`config.mk`:
```
export PLATFORM = sky130hd
export DESIGN_NAME = wave_dump_reader
export DESIGN_NICKNAME = d
export VERILOG_FILES = /design/src/rtl/wave_dump_reader.sv
export SDC_FILE = /design/constraint.sdc
export NUM_CORES = 1
export LEC_CHECK = 0
export BUFFER_PORTS_ARGS = -buffer_cell sky130_fd_sc_hd__buf_4
export CELL_PAD_IN_SITES_DETAIL_PLACEMENT = 1
export CELL_PAD_IN_SITES_GLOBAL_PLACEMENT = 2
export CORE_MARGIN = 2
export CORE_UTILIZATION = 36
export DETAILED_ROUTE_END_ITERATION = 12
export PLACE_DENSITY = 0.8
export SYNTH_ARGS = -nofsm -noshare
export SYNTH_HDL_FRONTEND = slang
export SYNTH_SLANG_ARGS = --single-unit
```
`constraint.sdc`:
```
create_clock -name clk -period 3.6 [get_ports clk]
set_input_delay 0.72 -clock clk [delete_from_list [all_inputs] [get_ports clk]]
set_output_delay 0.72 -clock clk [all_outputs]
set_load 0.005 [all_outputs]
```
`src/rtl/wave_dump_reader.sv`:
```
// Streams one frozen half of the dual-half sample RAM out over a valid/ready byte port.
// A 2-entry FIFO absorbs the 1-cycle RAM read latency and downstream backpressure.
module wave_dump_reader #(
  parameter int WIDTH = 8,
  parameter int DEPTH = 9
) (
  input  logic             clk,
  input  logic             reset,
  input  logic             start,
  input  logic             read_index,
  output logic [DEPTH-1:0] read_address,
  input  logic [WIDTH-1:0] read_value,
  output logic [WIDTH-1:0] out_data,
  output logic             out_valid,
  input  logic             out_ready,
  output logic             out_last,
  output logic             busy,
  output logic             done
);

  // state | meaning
  // IDLE  | waiting for start, read_address holds its last value
  // RUN   | issuing reads for the frozen half and streaming beats
  typedef enum logic {IDLE, RUN} state_t;

  state_t           state, state_nxt;
  logic             half_q;
  logic [DEPTH-1:0] issue_cnt;
  logic [DEPTH-2:0] sent_cnt;
  logic             in_flight;
  logic [WIDTH-1:0] buf_mem [2];
  logic             wr_ptr, rd_ptr;
  logic [1:0]       occ;
  logic             done_q;
  logic             pop, issue, last_accept, start_dump;
  logic [2:0]       credit;

  assign out_valid    = (occ != 2'd0);
  assign out_data     = buf_mem[rd_ptr];
  assign out_last     = out_valid && (sent_cnt == '1);
  assign busy         = (state == RUN);
  assign done         = done_q;
  assign read_address = {half_q, issue_cnt[DEPTH-2:0]};

  // A beat leaving this cycle frees a slot, which keeps the stream at one beat per cycle.
  assign pop         = out_valid && out_ready;
  assign credit      = {1'b0, occ} + {2'b00, in_flight} - {2'b00, pop};
  assign issue       = (state == RUN) && !issue_cnt[DEPTH-1] && (credit < 3'd2);
  assign last_accept = pop && out_last;
  assign start_dump  = (state == IDLE) && start;

  always_comb begin
    state_nxt = state;
    case (state)
      IDLE: if (start) state_nxt = RUN;
      RUN:  if (last_accept) state_nxt = IDLE;
      default: state_nxt = IDLE;
    endcase
  end

  always_ff @(posedge clk or posedge reset) begin
    if (reset) begin
      state      <= IDLE;
      half_q     <= 1'b0;
      issue_cnt  <= '0;
      sent_cnt   <= '0;
      in_flight  <= 1'b0;
      buf_mem[0] <= '0;
      buf_mem[1] <= '0;
      wr_ptr     <= 1'b0;
      rd_ptr     <= 1'b0;
      occ        <= 2'd0;
      done_q     <= 1'b0;
    end else begin
      state     <= state_nxt;
      done_q    <= last_accept;
      in_flight <= issue;
      if (start_dump) begin
        half_q    <= read_index;
        issue_cnt <= '0;
        sent_cnt  <= '0;
      end else begin
        if (issue) issue_cnt <= issue_cnt + DEPTH'(1);
        if (pop)   sent_cnt  <= sent_cnt + 1'b1;
      end
      // RAM data for last cycle's read is valid now
      if (in_flight) begin
        buf_mem[wr_ptr] <= read_value;
        wr_ptr          <= ~wr_ptr;
      end
      if (pop) rd_ptr <= ~rd_ptr;
      occ <= occ + {1'b0, in_flight} - {1'b0, pop};
    end
  end

endmodule
```
==> impl_metrics.json <==
{
  "outcome": "completed",
  "drive_above_1_share_pct": 34.98,
  "worst_slew_pin_slew_ns": 0.5142,
  "rows": 27,
  "async_flop_share_pct": 100.0,
  "worstSetupPathType": "reg -> reg",
  "io_pins": 34,
  "holdBufCountCts": 0,
  "setup_viol": 0,
  "clock_latency_ns": 0.29,
  "max-vdd-ir-drop_uv": 365.3,
  "cp-start-kind": "flip-flop",
  "cp-end-kind": "flip-flop",
  "synth_top_area_cell": "dfrtp_1",
  "yosysSeqAreaShare_pct": 50.28,
  "numCtsBuffers": 5,
  "clkPwrFrac_pct": 14.7,
  "fin_setup_tns_ns": 0,
  "worst_path_largest_cell_delay_ns": 0.49,
  "ys_seq_elements": 41,
  "combPwrFrac_pct": 44.1,
  "synthTopCellsByArea": "dfrtp_1, mux2_2, buf_4, nand2_1, ha_1",
  "grt_pass1_vias": 1485,
  "crit_path_max_fanout": 12,
  "ant_nets": 0,
  "first_iter_violations": 52,
  "overflow": 0,
  "io_buffers": 33,
  "clock.fmax_mhz": 351.0,
  "postCtsSetupBuffers": 0,
  "syn_area_mm2": 0.002041,
  "fin_crit_ns": 2.849,
  "antenna_found_initial": 0,
  "avgViaCountPerCell": 5.222,
  "dp_hpwl_mm": 3.144,
  "ctsResizeCount": 0,
  "die_h_um": 79.29,
  "drt-total-wl_mm": 4.282,
  "fin_skew_ns": 0.006351,
  "p_per_area_mw_per_mm2": 830.9,
  "clk_pin_slew_worst_paths_ns": 0.07,
  "syn_inst": 175,
  "die_w_um": 79.29,
  "cts_tree": "yes",
  "remaining_drc_errors": 0,
  "drv_cap": 0,
  "n_antenna_cell": 0,
  "track_usage_pct": 15.00,
  "regArea_mm2": 0.001026,
  "synth_top_area_share_pct": 50.28,
  "slew_violations": 0,
  "cts_root_buf": "clkbuf_8",
  "grt_pass1_wl_mm": 7.320,
  "gp_congestion": 0.7605,
  "cts_sinks": 41,
  "synth_edf_count": 0,
  "p_int_w": 0.001237,
  "rsz0062_at_grt": "false",
  "dieArea_mm2": 0.006287,
  "h-tree-depth": 2,
  "swShare_pct": 37.45,
  "crit_arrival_ns": 3.00,
  "max-slew-margin-rel_pct": 65.72,
  "grt_start_max_net_pins": 42,
  "coreArea_mm2": 0.005507,
  "switching_power_w": 0.0007405,
  "post_synth_num_cell_types": 34,
  "crit_path_cell_trace": "o21ai_1 > inv_1 > ha_1 > inv_1 > ha_1 > fa_1 > or3b_4 > o311ai_0 > o41ai_1",
  "power_w": 0.001977,
  "ys.flop_type": "dfrtp_1",
  "start_util_pct": 37.06,
  "wl_per_cell_um": 15.57,
  "area_growth_pct": 16.62,
  "required_ns": 3.75,
  "nets": 220,
  "multiInputGateArea_um2": 880.8,
  "vias": 1436,
  "hold_viol_final": 0,
  "synth.net_count": 193,
  "drt-pass1-iter-count": 4,
  "slowest_stage": "or3b_4",
  "p_leak_nw": 1.046,
  "clockBufferDepth": 2,
  "hp-class": "reg -> reg",
  "p_seq_share_pct": 41.2,
  "fill_cells": 597,
  "ys_warn_count": 0,
  "finalCritPeriodShare_pct": 79.15,
  "avgSynthCellArea_um2": 11.66
}
critical path: cells and delay by family, from the launching register on:
kind | cells | cell delay (ns)
compound gates | 3 | 0.68
fa+ha+maj | 3 | 0.93
buf+inv | 2 | 0.16
flops | 1 | 0.45
simple gates | 1 | 0.49
cell usage in the layout (no fill, tap or decap), types with 2 or more instances in the layout:
cell type   n
mux2i_1     5
o21ai_0     3
inv_1       8
nand2_1    15
nand4_1     4
nor3_1      4
o31ai_1     4
nand2b_1    5
ha_1        4
buf_4      36
mux2_2     24
or4_1       4
a21oi_1     9
clkinv_2    2
xor2_1      2
xnor2_1     3
nand3_1     4
or3_1       2
nor2_1      5
dfrtp_1    41
clkbuf_8    5
nor4_4      2
sequential cells by signal, indices dropped and copies added (netlist names):
register and count:
buf_mem 16, issue_cnt 9, sent_cnt 8, occ 2, busy 1, done 1
half_q 1, in_flight 1, rd_ptr 1, wr_ptr 1
routing by layer:
metal | part of all wire (%) | GRT usage [%]
met2 | 51 | 25.68
met1 | 44 | 19.14
met5 | 0 | 0
met4 | 0.75 | 3.103
met3 | 4.2 | 3.977
area by class of cell:
class	count	share of cell area, %
multi-input combinational	110	37.01
inverter	8	1.262
timing repair buffer	36	11.36
sequential	41	43.11
clock buffer	6	3.049
clock inverter	2	0.4206
tap	72	3.785
per-stage QoR:
step | worst slack (ns) | std cells | util [%] | area, um^2 | hold WS [ns]
3_3_place_gp | 0.5895 | 267 | 41.72 | 2297 | 0.4659
2_1_floorplan | 0.4891 | 175 | - | 2041 | 0.4469
5_1_grt | 0.5193 | 275 | 43.22 | 2380 | 0.5133
6_report | 0.7506 | 275 | 43.22 | 2380 | 0.4764
3_5_place_dp | 0.4245 | 267 | 41.72 | 2297 | 0.4686
4_1_cts | 0.7227 | 275 | 43.22 | 2380 | 0.4872
synth_stat cells (2+ instances only):
| cell | count |
|---|---|
| o31ai_1 | 4 |
| or3_1 | 2 |
| nor3_1 | 4 |
| a21oi_1 | 9 |
| inv_1 | 8 |
| clkbuf_1 | 4 |
| mux2_2 | 24 |
| xor2_1 | 2 |
| nor4_4 | 2 |
| buf_4 | 9 |
| o21ai_0 | 3 |
| nor2_1 | 5 |
| nand2b_1 | 5 |
| or4_1 | 4 |
| buf_2 | 2 |
| nand3_1 | 4 |
| ha_1 | 4 |
| xnor2_1 | 3 |
| nand2_1 | 15 |
| mux2i_1 | 5 |
| dfrtp_1 | 41 |
| nand4_1 | 4 |
power by group through the flow:
stage,Sequential (W),Clock (W),Combinational [W]
3_3_place_gp,0.000804,0,0.000833
5_1_grt,0.000846,0.000323,0.000980
6_report,0.000814,0.000292,0.000872
3_5_place_dp,0.000824,0,0.000888
2_1_floorplan,0.000753,0,0.000673
4_1_cts,0.000815,0.000305,0.000891
path summary, 6_finish.rpt:
path / slack (ns) / cells after the start / start / endpoint
max: 0.75 / 9 / occ[1] / issue_cnt[2]
min: 0.48 / 2 / half_q / half_q
max reg2reg: 0.75 / 9 / occ[1] / issue_cnt[2]
min reg2reg: 0.48 / 2 / half_q / half_q
max in group asynchronous: 2.69 / 3 / reset / sent_cnt[0]
min in group asynchronous: 0.56 / 3 / reset / buf_mem[0]
cell families after synthesis:
group                      after synthesis  share of synthesized area, %
and+or+nand+nor                         49                         15.08
DFF                                     41                         50.28
buffers and inverters                   24                         6.560
AOI/OAI and AO/OA                       22                         6.805
muxes                                   29                         15.70
xor gates and xnor gates                 5                         2.146
adders and majority gates                5                         3.434
(Power assumes the default switching activity.)
